**src/rtl/pipe_pkg.sv**
```systemverilog
// Shared definitions for the elastic inter-stage pipeline registers.
package pipe_pkg;

   typedef enum logic [1:0] {
      ST_EMPTY = 2'd0,
      ST_BUSY  = 2'd1,
      ST_FULL  = 2'd2
   } state_t;

   // Default payload widths for the EX/MA and MA/WB stage instantiations.
   localparam int unsigned EXMA_CTRL_W = 16;
   localparam int unsigned EXMA_DATA_W = 128;
   localparam int unsigned MAWB_CTRL_W = 8;
   localparam int unsigned MAWB_DATA_W = 96;

   localparam int unsigned PERF_CNT_W  = 16;

endpackage

```
**src/rtl/sat_counter.sv**
```systemverilog
// Saturating up-counter used for stage performance statistics.
module sat_counter #(
   parameter int unsigned W = 16
) (
   input  logic         clk,
   input  logic         reset,
   input  logic         inc,
   output logic [W-1:0] count
);

   // Count qualifying cycles, stick at all-ones instead of wrapping.
   always_ff @(posedge clk) begin
      if (reset)
         count <= '0;
      else if (inc && (count != {W{1'b1}}))
         count <= count + W'(1);
   end

endmodule

```
**src/rtl/pipe_stage_elastic.sv**
```systemverilog
// Elastic pipeline stage: valid/ready register with optional skid entry,
// flush, bubble control zeroing and stall/bubble performance counters.
module pipe_stage_elastic
   import pipe_pkg::*;
#(
   parameter int unsigned CTRL_W     = EXMA_CTRL_W,
   parameter int unsigned DATA_W     = EXMA_DATA_W,
   parameter int unsigned SKID       = 1,
   parameter int unsigned CLEAR_DATA = 0,
   parameter int unsigned CNT_W      = PERF_CNT_W
) (
   input  logic              clk,
   input  logic              reset,
   input  logic              flush,
   input  logic              in_valid,
   output logic              in_ready,
   input  logic [CTRL_W-1:0] in_ctrl,
   input  logic [DATA_W-1:0] in_data,
   output logic              out_valid,
   input  logic              out_ready,
   output logic [CTRL_W-1:0] out_ctrl,
   output logic [DATA_W-1:0] out_data,
   output logic [CNT_W-1:0]  stall_cnt,
   output logic [CNT_W-1:0]  bubble_cnt
);

   localparam bit USE_SKID = (SKID != 0);
   localparam bit CLR_DATA = (CLEAR_DATA != 0);

   state_t            state_q, state_d;
   logic              in_ready_q;
   logic [CTRL_W-1:0] skid_ctrl, skid_ctrl_d, ctrl_d;
   logic [DATA_W-1:0] skid_data, skid_data_d, data_d;
   logic              accept, emit;

   // Without a skid entry the upstream sees downstream ready directly.
   assign in_ready = USE_SKID ? in_ready_q : (!out_valid || out_ready);
   assign accept   = in_valid && in_ready;
   assign emit     = out_valid && out_ready;

   // State and payload registers.
   always_ff @(posedge clk) begin
      if (reset) begin
         state_q    <= ST_EMPTY;
         in_ready_q <= 1'b1;
         out_valid  <= 1'b0;
         out_ctrl   <= '0;
         out_data   <= '0;
         skid_ctrl  <= '0;
         skid_data  <= '0;
      end else begin
         state_q    <= state_d;
         in_ready_q <= (state_d != ST_FULL);
         out_valid  <= (state_d != ST_EMPTY);
         out_ctrl   <= ctrl_d;
         out_data   <= data_d;
         skid_ctrl  <= skid_ctrl_d;
         skid_data  <= skid_data_d;
      end
   end

   // Next state and payload; flush overrides every transfer.
   always_comb begin
      state_d     = state_q;
      ctrl_d      = out_ctrl;
      data_d      = out_data;
      skid_ctrl_d = skid_ctrl;
      skid_data_d = skid_data;
      case (state_q)
         ST_EMPTY: begin
            if (accept) begin
               state_d = ST_BUSY;
               ctrl_d  = in_ctrl;
               data_d  = in_data;
            end
         end
         ST_BUSY: begin
            if (accept && emit) begin
               ctrl_d = in_ctrl;
               data_d = in_data;
            end else if (accept) begin
               // Only reachable with a skid entry: ready was registered high.
               state_d     = ST_FULL;
               skid_ctrl_d = in_ctrl;
               skid_data_d = in_data;
            end else if (emit) begin
               state_d = ST_EMPTY;
               ctrl_d  = '0;
               if (CLR_DATA) data_d = '0;
            end
         end
         ST_FULL: begin
            if (emit) begin
               state_d = ST_BUSY;
               ctrl_d  = skid_ctrl;
               data_d  = skid_data;
            end
         end
         default: begin
            state_d = ST_EMPTY;
            ctrl_d  = '0;
         end
      endcase
      if (flush) begin
         state_d = ST_EMPTY;
         ctrl_d  = '0;
         if (CLR_DATA) begin
            data_d      = '0;
            skid_data_d = '0;
         end
      end
   end

   sat_counter #(.W(CNT_W)) u_stall_cnt (
      .clk   (clk),
      .reset (reset),
      .inc   (out_valid && !out_ready),
      .count (stall_cnt)
   );

   sat_counter #(.W(CNT_W)) u_bubble_cnt (
      .clk   (clk),
      .reset (reset),
      .inc   (!out_valid),
      .count (bubble_cnt)
   );

endmodule

```
**config.mk**
```make
export PLATFORM = sky130hd
export DESIGN_NAME = pipe_stage_elastic
export DESIGN_NICKNAME = d
export VERILOG_FILES = /design/src/rtl/pipe_pkg.sv /design/src/rtl/sat_counter.sv /design/src/rtl/pipe_stage_elastic.sv
export SDC_FILE = /design/constraint.sdc
export NUM_CORES = 1
export LEC_CHECK = 0
export CAP_MARGIN = 15
export CORE_MARGIN = 1
export CORE_UTILIZATION = 50
export DETAILED_ROUTE_END_ITERATION = 10
export HOLD_SLACK_MARGIN = 0.03
export PLACE_DENSITY = 0.88
export SYNTH_ARGS = -nofsm -noshare
export SYNTH_HDL_FRONTEND = slang
export SYNTH_HIERARCHICAL = 1
export SYNTH_SLANG_ARGS = --single-unit
```
**constraint.sdc**
```tcl
create_clock -name clk -period 6.6 [get_ports clk]
set_input_delay 0.99 -clock clk [delete_from_list [all_inputs] [get_ports clk]]
set_output_delay 0.99 -clock clk [all_outputs]
set_load 0.005 [all_outputs]
```
==> results.md, run 1 <==
* Reg clk slew, reported paths at about 0.06 ns
* I/O Pins at 327
* RSZ-0062 raised after global routing: false
* Post-route ant nets at 0
* Worst-Margin Slew at between 1 and 1.5 ns
* Synth cell types at a little under 50
* Most used DFF post-synth: dfxtp_1
* Global route overflow at 0
* Number of placed instances, taps included at 2084
* Syn nets at between 1500 and 2000
* Synth Register Bits at about 320
* Crit-path max FO at 96
* Starting Density at 51.1%
* Critical Path RT at 7.00 ns
* Synth area leaders: dfxtp_1 (47%), mux2i_1 (11%), nand2_1 (8.3%), a211oi_2 (8.2%), a21oi_1 (6.0%)
* Fill count at between 2000 and 2500
* Cell with the most instances after synthesis: dfxtp_1
* Vias in the first global route at 11400
* Die ar. at about 0.028 mm^2
* Avg Vias per Cell at 5.64
* Min Hold Slack at 0.451 ns
* Top post-synthesis cells by count: dfxtp_1 (324), nand2_1 (304), a21oi_1 (165)
* Die width at ~170 um
* Worst hold path class: reg2reg
* Post-CTS setup buffer count at 0
* Placer Congestion at between 0.8 and 0.9
* # DRC at 0
* Multi-input logic area at 0.00670 mm^2
* CP arrival at 3.89 ns
* Placement Rows at 60
* DRT Pass-1 Iters at 7
* Peak per-stage delay on the critical path at 0.98 ns
* Sink Count at between 300 and 400
* Status: complete, no violations
* Slowest-stage cell, CP: clkdlybuf4s50_1
* Final setup vio count at 0
* Initial antenna violation count at 2
* Max Clk Rate at 286 MHz
* Seq. cell area at 0.00649 mm^2
* Final Slew Violations at 0
* Share of layout cells above drive strength 1 at 9.48%
* Cts bufs inserted at 35
* CTS H-tree depth at 2
* Dpl hpwl at 23500 um
* WL/cell at about 17 um
* Synth warn at 6
* Worst IR Drop VDD at 0.161 mV
* Area leader, netlist: dfxtp_1
* Tcrit/Tclk final at 53.0%
* Async S/R FF share, synth at 0%
* First-pass GRT wire length at slightly below 60000 um
* Pwr dens at around 260 mW/mm^2
* Leak at 7.08 nW
* Core Footprint at roughly 0.027 mm^2
* Worst Setup Start Kind: input pin
* Largest net degree at the start of global routing at about 160
* Setup Total Neg Slack at 0 ns
* Iteration-0 DRC Markers at 827
* Top delay family on crit path: buffers and inverters
* Syn Inst Count at between 1500 and 2000
* Max cap viols at 0
* Gr usage total at around 25%
* Die height at about 170 um
* Final Hold Fails at 0
* Root buf cell: clkbuf_16
* Worst-skew pair later-pin latency at 0.51 ns
* CP endpoint kind: flop
* CTS tree: yes
* Buf/Inv on CP at 2
* PortBufs at 326
* Finished Layout Cells at 2146
* Yosys top cell area share at roughly 47%
* CTS hold repair buffers at 0
* Worst-path cell chain: clkdlybuf4s50_1, nand4_1, o211ai_4, buf_4, nor2_1, a211oi_1
* Bufs on Longest Clock Path at 3
* Relative slew slack at 23.6%
* Avg Cell Area, Syn at about 9.0 um^2
* Seq/Total Area, Yosys at 47.0%
* Post-synth EDFFs at 0
* Mapped cell area at 0.0138 mm^2
* CTS resizes at 0
* Area Overhead vs Synth at 31.8%
* Final worst path period need at approximately 3.5 ns
* Via count at between 10000 and 15000
* WS Path Type: in2reg
* Drt total wl at between 30000 and 40000 um
* Fin nets at 1933
* Final Skew at 0.0175 ns
==> through the flow <==
stage | util (%) | power, mW | area, um^2 | worst slack, ns
floorplan | - | 2.45 | 13800 | 4.04
global placement | 63.0 | 2.75 | 17000 | 2.79
CTS | 67.3 | 4.75 | 18200 | 3.15
finish | 67.3 | 4.71 | 18200 | 3.10
global route | 67.3 | 4.89 | 18200 | 2.90
detailed placement | 63.0 | 2.77 | 17000 | 2.62
==> layout make-up <==
type | instances | share of cell area, %
clock buffers | 42 | 5.13
flip-flops and latches | 324 | 35.6
diodes | 2 | 0.0275
multi-input cells | 1074 | 36.8
well taps | 341 | 2.34
clock inverters | 16 | 1.24
repair buffers | 339 | 18.6
inverters | 8 | 0.165
==> path summary, 6_finish.rpt <==
kind | depth (start not counted) | slack (ns) | startpoint | endpoint
min reg2reg | 2 | 0.45 | skid_data[83] | skid_data[83]
min | 2 | 0.45 | skid_data[83] | skid_data[83]
max reg2reg | 4 | 3.15 | state_q[0] | out_data[43]
max | 6 | 3.10 | out_ready | out_data[105]
==> worst register-to-register path, delay by kind of cell, from the launching register on <==
| family | cells | cell delay [ns] |
|---|---|---|
| muxes | 1 | 0.36 |
| DFF | 1 | 0.96 |
| AOI/OAI and AO/OA | 1 | 0.10 |
| and+or+nand+nor | 1 | 1.00 |
| buffers and inverters | 1 | 0.89 |
==> cells by family after synthesis <==
kind of cell	share of synthesized area, %
muxes	10.7
AOI/OAI and AO/OA	19.5
DFF	47.0
adders and majority gates	0.181
buffers and inverters	4.74
xor gates and xnor gates	0.317
and+or+nand+nor	17.5
==> where the power goes <==
| group | switching [mW] | internal [mW] |
|---|---|---|
| Sequential | 0.0617 | 2.06 |
| Clock | 0.774 | 1.21 |
| Combinational | 0.294 | 0.324 |
==> sequential cells by signal, summed over array words and instances, names as in the netlist <==
register and count:
in_ready 1, out_ctrl 16, out_data 128, out_valid 1, skid_ctrl 16, skid_data 128
state_q 2, u_bubble_cnt/count 16, u_stall_cnt/count 16
==> per-layer routing <==
layer / track usage, % / vias up / routed length [um] / part of all wire (%)
met5: 0 / - / 0 / 0
met4: 9.49 / 0 / 1330 / 3.6
met3: 7.05 / 94 / 2960 / 8.0
met2: 42.5 / 408 / 17600 / 47
met1: 30.3 / 5722 / 15300 / 41
li1: - / 5869 / - / -
==> layout by cell type, fill, tap and decap left out, types with 12 or more instances in the layout <==
cell,synthesis,routed
o31ai_1,12,12
a22oi_1,16,16
nor2_1,158,158
clkdlybuf4s50_1,0,325
a21oi_1,165,165
o22ai_1,16,16
a211oi_1,38,38
a211oi_2,90,90
clkbuf_16,0,36
nand2_1,304,304
mux2i_1,146,146
nand3_1,30,29
dfxtp_1,324,324
or4_1,14,14
(Power assumes the default switching activity.)
==> run 2, diff against run 1 <==
Clock period 6.6 ns to 3.5 ns, I/O delays scaled along.
==> run 2 against run 1 <==
Clock power up 77%. Power up 84%. Clock-buffer cell count up 12. Combinational power up 94%. Routed wire length up 2.8%. Sequential cell count unchanged. Cell area up 0.93%.
==> results.md, run 2 (synthesized netlist as in run 1, its figures left out) <==
* Root buf cell: clkbuf_16 (unchanged)
* WS Path Type: reg2reg (was in2reg)
* Final setup margin at 0.886 ns (was 3.10 ns)
* Final worst path period need at 2.61 ns
* Slowest-stage cell, CP: dfxtp_1 (was clkdlybuf4s50_1)
* WL/cell at 17.7 um (was 17.3 um)
* Via count at 12300 (was 12100)
* CTS resizes at 0 (unchanged)
* Worst-Margin Slew at 0.979 ns (was 1.15 ns)
* CP endpoint kind: flop (unchanged)
* Top flop regs: out_data (128), skid_data (128) (unchanged)
* Sink Count at 324 (unchanged)
* Critical Path RT at 3.87 ns (was 7.00 ns)
* Max cap viols at 0 (unchanged)
* Leak at 7.17 nW (was 7.08 nW)
* Worst hold path class: reg2reg (unchanged)
* Worst Setup Start Kind: flop (was input pin)
* Gr usage total at 25.8% (was 25.1%)
* Initial antenna violation count at 4 (was 2)
* Worst-path cell chain: nand2b_4, buf_12, mux2i_1, a211oi_2 (was clkdlybuf4s50_1, nand4_1, o211ai_4, buf_4, nor2_1, a211oi_1)
* First-pass GRT wire length at 59700 um (was 58300 um)
* Setup Slack @ Placement at 0.608 ns (was 2.62 ns)
* Worst-skew pair later-pin latency at 0.50 ns (was 0.51 ns)
* Iteration-0 DRC Markers at 807 (was 827)
* Status: complete, no violations (unchanged)
* Fill count at 1973 (was 2015)
* Core Footprint at 0.0270 mm^2 (unchanged)
* Max Clk Rate at between 300 and 400 MHz
* Most frequent cells in the layout: clkdlybuf4s50_1 (325), dfxtp_1 (324), nand2_1 (304) (unchanged)
* Final Slew Violations at 0 (unchanged)
* CTS hold repair buffers at 0 (unchanged)
* Worst IR Drop VDD at 0.364 mV (was 0.161 mV)
* RSZ-0062 raised after global routing: false (unchanged)
* Avg Vias per Cell at 5.66 (was 5.64)
* Top delay family on crit path: flip-flops (was buffers and inverters)
* # DRC at 0 (unchanged)
* Placement Rows at 60 (unchanged)
* Die height at 168 um (unchanged)
* DRT Pass-1 Iters at 5 (was 7)
* Starting Density at 51.1% (unchanged)
* Post-route ant nets at 0 (unchanged)
* Share of layout cells above drive strength 1 at 10.1% (was 9.48%)
* Global route overflow at 0 (unchanged)
* Drt total wl at 38300 um (was 37200 um)
* Die width at 168 um (unchanged)
* Most common cell after layout, fill and taps aside: clkdlybuf4s50_1 (unchanged)
* Pwr Total at 8.69 mW (was 4.71 mW)
* Die ar. at 0.0283 mm^2 (unchanged)
* Largest net degree at the start of global routing at 105 (was 161)
* Crit-path max FO at 41 (was 96)
* Cts bufs inserted at 35 (unchanged)
* Reg clk slew, reported paths at 0.06 ns (about the same)
* Peak per-stage delay on the critical path at 0.96 ns (was 0.98 ns)
* Tcrit/Tclk final at between 70 and 80%
* CTS H-tree depth at 2 (unchanged)
* Dpl hpwl at 25100 um (was 23500 um)
* CP arrival at 2.98 ns (was 3.89 ns)
* Pwr dens at 473 mW/mm^2 (was 259 mW/mm^2)
* Seq. cell area at 0.00649 mm^2 (unchanged)
* Fin nets at 1949 (was 1933)
* CTS tree: yes (unchanged)
* Number of placed instances, taps included at 2101 (was 2084)
* Vias in the first global route at 11900 (was 11400)
* Buf/Inv on CP at 1 (was 2)
* I/O Pins at 327 (unchanged)
* PortBufs at 326 (unchanged)
* Final Hold Fails at 0 (unchanged)
* Final Skew at 0.00915 ns (was 0.0175 ns)
* Bufs on Longest Clock Path at 3 (unchanged)
* Finished Layout Cells at 2167 (was 2146)
* Post-CTS setup buffer count at 0 (unchanged)
* Final setup vio count at 0 (unchanged)
* Placer Congestion at 0.837 (was 0.845)
* Setup Total Neg Slack at 0 ns (unchanged)
* Multi-input logic area at 0.00670 mm^2 (unchanged)
* Relative slew slack at 34.6% (was 23.6%)
* Area Overhead vs Synth at 33.0% (was 31.8%)
run 2: cell types whose count changed in the layout (fill, tap and decap cells not counted), sizes merged:
cell | before | now
bufinv | 5 | 0
clkinv | 8 | 5
diode | 2 | 4
clkbuf | 42 | 54
clkinvlp | 1 | 0
buf | 14 | 30
run 2: layout make-up:
type	count	share of cell area, %
inverters	8	0.163
clock buffers	54	5.65
well taps	341	2.32
repair buffers	355	19.7
clock inverters	7	0.293
flip-flops and latches	324	35.3
diodes	4	0.0545
multi-input cells	1074	36.5
run 2: through the flow:
stage | hold slack (ns) | instance area (um^2) | util (%)
global placement | 0.440 | 17300 | 63.9
finish | 0.452 | 18400 | 68.0
detailed placement | 0.446 | 17300 | 63.9
CTS | 0.454 | 18400 | 67.9
floorplan | 0.436 | 13800 | -
global route | 0.466 | 18400 | 68.0
run 2: final timing paths:
kind | start | to | slack (ns) | depth (start not counted)
worst max-delay path | state_q[0] | out_data[51] | 0.89 | 4
worst max register to register | state_q[0] | out_data[51] | 0.89 | 4
worst min register to register | skid_data[87] | skid_data[87] | 0.45 | 2
worst min-delay path | skid_data[87] | skid_data[87] | 0.45 | 2
run 2: power by group:
part	internal [mW]	total (mW)	switching [mW]
sequential	3.88	3.99	0.111
combinational	0.629	1.20	0.574
clock	2.05	3.50	1.45
total	6.55	8.69	2.13
run 2: worst reg2reg max path, cell delays in order (launching register included):
cell	delay, ns
dfxtp_1	0.96
nand2b_4	0.68
buf_12	0.40
mux2i_1	0.33
a211oi_2	0.10
run 2: per-layer routing:
layer / part of all wire (%) / vias to the layer above / GRT usage [%]
li1: - / 5915 / -
met1: 40 / 5798 / 29.8
met2: 48 / 455 / 44.7
met3: 8.3 / 90 / 7.33
met4: 3.7 / 0 / 10.9
met5: 0 / - / 0
==> run 3, diff against run 2 <==
Settings changed: CORE_UTILIZATION 50 to 45, PLACE_DENSITY 0.88 to 0.84.
Clock period 3.5 ns to 2.15 ns, I/O delays scaled along.
==> run 3 against run 2 <==
Clock power increased by 78%. Critical endpoint is now out_valid. Clock skew increased by 0.0035 ns. Core utilization decreased by 4.8 points. Combinational power increased by 69%. Critical path type is now reg2out. Non-clock buffer count increased by 29. Global-route usage decreased by 2.4 points. First-iteration DRC count increased by 14%. Largest cell class unchanged.
==> results.md, run 3 (synthesized netlist as in run 1, its figures left out) <==
* Worst Hold End: out_data[125] (was skid_data[87])
* CTS resizes at 0 (unchanged)
* # DRC at 0 (unchanged)
* M1 GR Usage at 28.4% (was 29.8%)
* Net switching fraction of the power at 24.4% (was 24.6%)
* Worst hold path class: in2reg (was reg2reg)
* FF-to-FF Start: u_stall_cnt/count[10] (was state_q[0])
* CP endpoint kind: primary output (was flop)
* Max Clk Rate at 489 MHz
* Final Slew Violations at 0 (unchanged)
* Leak at 7.42 nW (was 7.17 nW)
* Reg clk slew, reported paths at 0.06 ns (about the same)
* Starting Density at 46.2% (was 51.1%)
* Die height at 177 um (was 168 um)
* PortBufs at 326 (unchanged)
* Final worst path period need at 2.05 ns
* Most common cell after layout, fill and taps aside: clkdlybuf4s50_1 (unchanged)
* Crit-path max FO at 18 (was 41)
* Share of layout cells above drive strength 1 at 12.1% (was 10.1%)
* NetSw at 3.61 mW (was 2.13 mW)
* Met2 usage at 40.8% (was 44.7%)
* Most frequent cells in the layout: clkdlybuf4s50_1 (325), dfxtp_1 (324), nand2_1 (304) (unchanged)
* Placement Rows at 63 (was 60)
* CP arrival at 1.72 ns (was 2.98 ns)
* Power share of the clock group at 42.2% (was 40.3%)
* Bufs on Longest Clock Path at 3 (unchanged)
* Worst IR Drop VDD at 0.683 mV (was 0.364 mV)
* Fill count at 2334 (was 1973)
* Worst-Margin Slew at 0.782 ns (was 0.979 ns)
* Avg Vias per Cell at 5.52 (was 5.66)
* Worst R2R End: u_stall_cnt/count[15] (was out_data[51])
* Min-Delay Path Depth at 2 (unchanged)
* Final Skew at 0.0127 ns (was 0.00915 ns)
* Worst Setup Start Kind: flop (unchanged)
* Worst reg2reg setup slack at 0.31 ns (was 0.89 ns)
* Drt total wl at 38300 um (about the same)
* CTS H-tree depth at 2 (unchanged)
* Depth of the worst register-to-register path at 4 (unchanged)
* Worst-skew pair later-pin latency at 0.52 ns (was 0.50 ns)
* Sink Count at 324 (unchanged)
* Crit path from: out_valid (was state_q[0])
* Vias in the first global route at 11900 (about the same)
* Post-CTS setup buffer count at 0 (unchanged)
* Hold_sp: reset (was skid_data[87])
* DRT Pass-1 Iters at 7 (was 5)
* Critical Path RT at 1.83 ns (was 3.87 ns)
* GR peak layer: met2 (unchanged)
* Status: complete, no violations (unchanged)
* Gr usage total at 23.4% (was 25.8%)
* WS Path Type: reg2out (was reg2reg)
* Core Footprint at 0.0299 mm^2 (was 0.0270 mm^2)
* Via count at 12400 (was 12300)
* Root buf cell: clkbuf_16 (unchanged)
* Area Overhead vs Synth at 36.8% (was 33.0%)
* Initial antenna violation count at 3 (was 4)
* Largest net degree at the start of global routing at 156 (was 105)
* Power Internal at 11.1 mW (was 6.55 mW)
* CTS tree: yes (unchanged)
* I/O Pins at 327 (unchanged)
* CTS hold repair buffers at 0 (unchanged)
* Relative slew slack at 47.9% (was 34.6%)
* Fin nets at 1980 (was 1949)
* Post-route ant nets at 0 (unchanged)
* Cts bufs inserted at 37 (was 35)
* Min Hold Slack at 0.0722 ns (was 0.452 ns)
* Final setup vio count at 0 (unchanged)
* RSZ-0062 raised after global routing: false (unchanged)
* Tcrit/Tclk final at 95.1%
* Die ar. at 0.0314 mm^2 (was 0.0283 mm^2)
* Sequential fraction of design power at 44.1% (was 45.9%)
* First-pass GRT wire length at 59800 um (was 59700 um)
* Final Hold Fails at 0 (unchanged)
* Dpl hpwl at 26100 um (was 25100 um)
* Global route overflow at 0 (unchanged)
* Iteration-0 DRC Markers at 921 (was 807)
* Max cap viols at 0 (unchanged)
* Pwr Total at 14.8 mW (was 8.69 mW)
* Placer Congestion at 0.877 (was 0.837)
* Comb pwr share at 13.7% (was 13.9%)
* Met3 Use GR at 4.19% (was 7.33%)
* Top flop regs: out_data (128), skid_data (128) (unchanged)
* WL/cell at 17.0 um (was 17.7 um)
* Pwr dens at 781 mW/mm^2 (was 473 mW/mm^2)
* Die width at 177 um (was 168 um)
[run 3: layout make-up]
class	instances	area (um^2)	share of cell area [%]
multi-input combinational	1074	6700	35.5
sequential	324	6490	34.3
timing repair buffer	384	3940	20.9
clock buffer	52	1070	5.68
tap	390	488	2.58
clock inverter	15	159	0.841
inverter	8	30.0	0.159
antenna	2	5.00	0.0265
[run 3: stage by stage]
step           cells  setup TNS [ns]  utilization [%]  setup WS [ns]  instance area, um^2
2_1_floorplan   1534               0                -         0.0358                13800
3_3_place_gp    2180         -0.0244             59.1        -0.0244                17600
3_5_place_dp    2180          -0.543             59.1        -0.0594                17600
4_1_cts         2247               0             63.2         0.0885                18900
5_1_grt         2249               0             63.2         0.0431                18900
6_report        2249               0             63.2          0.105                18900
[run 3: critical path: stages (launching register included)]
cell and delay, ns:
dfxtp_1 0.41, buf_4 0.26, clkdlybuf4s50_1 0.53
[run 3: worst max path at each step]
| stage | endpoint | slack, ns |
|---|---|---|
| after floorplan | u_stall_cnt/count[7] | 0.04 |
| after global placement | u_stall_cnt/count[6] | -0.02 |
| after detailed placement | out_data[117] | -0.06 |
| after CTS | out_valid | 0.09 |
| after global routing | out_valid | 0.04 |
| final | out_valid | 0.10 |
[run 3: power groups by stage]
stage | combinational (mW) | sequential, mW | clock [mW]
floorplan | 0.919 | 6.60 | 0
global placement | 1.97 | 6.62 | 0
detailed placement | 2.02 | 6.63 | 0
CTS | 2.04 | 6.50 | 6.35
global route | 2.19 | 6.53 | 6.61
finish | 2.03 | 6.50 | 6.22
[run 3: routing by layer]
metal / routed length, um / vias to the layer above
met5: 0 / -
met4: 1250 / 0
met3: 2450 / 87
met2: 19000 / 441
met1: 15600 / 5911
li1: - / 5985
==> edit, RTL diff (config.mk and constraints of run 3) <==
Take the reset off `out_data` and `skid_data` and load them in a clocked block of their own.
--- a/src/rtl/pipe_stage_elastic.sv
+++ b/src/rtl/pipe_stage_elastic.sv
@@ -45,18 +45,19 @@
          in_ready_q <= 1'b1;
          out_valid  <= 1'b0;
          out_ctrl   <= '0;
-         out_data   <= '0;
          skid_ctrl  <= '0;
-         skid_data  <= '0;
       end else begin
          state_q    <= state_d;
          in_ready_q <= (state_d != ST_FULL);
          out_valid  <= (state_d != ST_EMPTY);
          out_ctrl   <= ctrl_d;
-         out_data   <= data_d;
          skid_ctrl  <= skid_ctrl_d;
-         skid_data  <= skid_data_d;
       end
+   end
+
+   always_ff @(posedge clk) begin
+      out_data  <= data_d;
+      skid_data <= skid_data_d;
    end
 
    // Next state and payload; flush overrides every transfer.
Check against the original RTL: differs if reset is asserted again (counterexample within 4 cycles, from zero or initial values and one cycle with reset high); with reset held inactive, the same outputs for 4 cycles.
==> edit against run 3 <==
Sequential cell count did not move. Sequential power is 10% higher. Die area decreased by 8.5%. Sequential share of layout area up 17 points. Highest routed layer is now met5. Synthesized cell count fell by 47%. Total power fell by 6.2%. Design area decreased by 6.4%. Critical endpoint unchanged. Worst hold slack improved by 0.32 ns. Wire length is 18% lower. Area after synthesis is 8.6% lower. Largest power group unchanged. Setup slack improved by 0.019 ns.
==> edit: results <==
INSERT INTO impl_metrics (metric_group, metric, value, unit) VALUES
('finish', 'non_clock_buffer_area_share', '0.213', ''),
('pwr', 'leakage_power_of_the_design', '0.00590', 'µW'),
('synthesis', 'ys_seq_area_frac', '0.717', ''),
('global_routing', 'first_global_vias', '8049', ''),
('placed_design', 'placement.cell_area', '16700', 'µm²'),
('synthesis', 'post_synth_fa_ha_maj_area_fraction', '0.00198', ''),
('finish', 'num-nonclk-buffers', '373', ''),
('synthesis', 'compound_cell_area_share_of_the_yosys_netlist', '0.0519', ''),
('placed_design', 'post-dp-hpwl', '21700', 'µm'),
('finish', 'area.share.sequential', '0.512', ''),
('detailed_routing', 'detail_route.wirelength', '31200', 'µm'),
('finish', 'num_antenna_cells', '1', ''),
('global_routing', 'wire_length_of_the_first_global_routing_pass', '46600', 'µm'),
('critical_path', 'critical_path.max_stage_delay', '0.55', 'ns'),
('detailed_routing', 'drt_pre_antenna_iters', '5', ''),
('detailed_routing', 'post_drt_wl_per_cell', '19.9', 'µm'),
('global_routing', 'antenna_found_initial', '2', ''),
('status', 'outcome', 'complete, no violations', ''),
('finish', 'nonClockInverterCount', '9', ''),
('placed_design', 'place.gp.congestion', '0.886', ''),
('finish', 'clockBufferCount', '45', ''),
('synthesis', 'cell_types_with_the_highest_counts_after_synthesis', 'sky130_fd_sc_hd__edfxtp_1 (256), sky130_fd_sc_hd__mux2_2 (130), sky130_fd_sc_hd__dfxtp_1 (68)', ''),
('clock_tree', 'resize_count_post_cts', '1', ''),
('detailed_routing', 'initialDrtViolationCount', '627', ''),
('pwr', 'worst_case_vdd_ir_drop', '0.563', 'mV');
==> edit: through the flow <==
step	setup slack [ns]	utilization	TNS, ns	hold WS, ns
5_1_grt	0.0685	0.649	0	0.370
3_5_place_dp	-0.00379	0.611	-0.0349	0.451
4_1_cts	0.108	0.648	0	0.368
6_report	0.124	0.649	0	0.392
3_3_place_gp	0.00232	0.611	0	0.443
2_1_floorplan	-1.06	-	-135.89	0.421
==> edit: power by group through the flow <==
stage | logic (µW) | clock network (µW) | registers (µW)
floorplan | 378 | 0 | 7310
global placement | 1270 | 0 | 7300
detailed placement | 1290 | 0 | 7310
CTS | 1310 | 5490 | 7180
global route | 1380 | 5710 | 7190
finish | 1300 | 5370 | 7170
==> edit: cell families after synthesis <==
| kind of cell | Yosys count |
|---|---|
| XOR/XNOR | 5 |
| adder cells (fa/ha/maj) | 2 |
| flip-flops | 324 |
| AO/OA/AOI/OAI | 103 |
| multiplexers | 148 |
| buffers and inverters | 52 |
| AND/OR/NAND/NOR | 175 |
==> edit: path summary, 6_finish.rpt <==
check / slack [ns] / from / cells past startpoint / to
max: 0.12 / out_valid$_SDFF_PP0_ / 2 / out_valid
min: 0.39 / in_data[52] / 1 / skid_data[52]$_DFFE_PP_
max reg2reg: 0.32 / state_q[0]$_SDFF_PP0_ / 5 / skid_ctrl[10]$_SDFFE_PP0P_
min reg2reg: 0.46 / skid_ctrl[9]$_SDFFE_PP0P_ / 2 / skid_ctrl[9]$_SDFFE_PP0P_
==> edit: metal layers <==
| layer | vias up | wire length [µm] | track usage |
|---|---|---|---|
| met4 | 2 | 759 | 0.0666 |
| met1 | 4056 | 12200 | 0.263 |
| met3 | 53 | 2850 | 0.0606 |
| met2 | 401 | 15400 | 0.359 |
| li1 | 3869 | - | - |
| met5 | - | 13 | 0 |
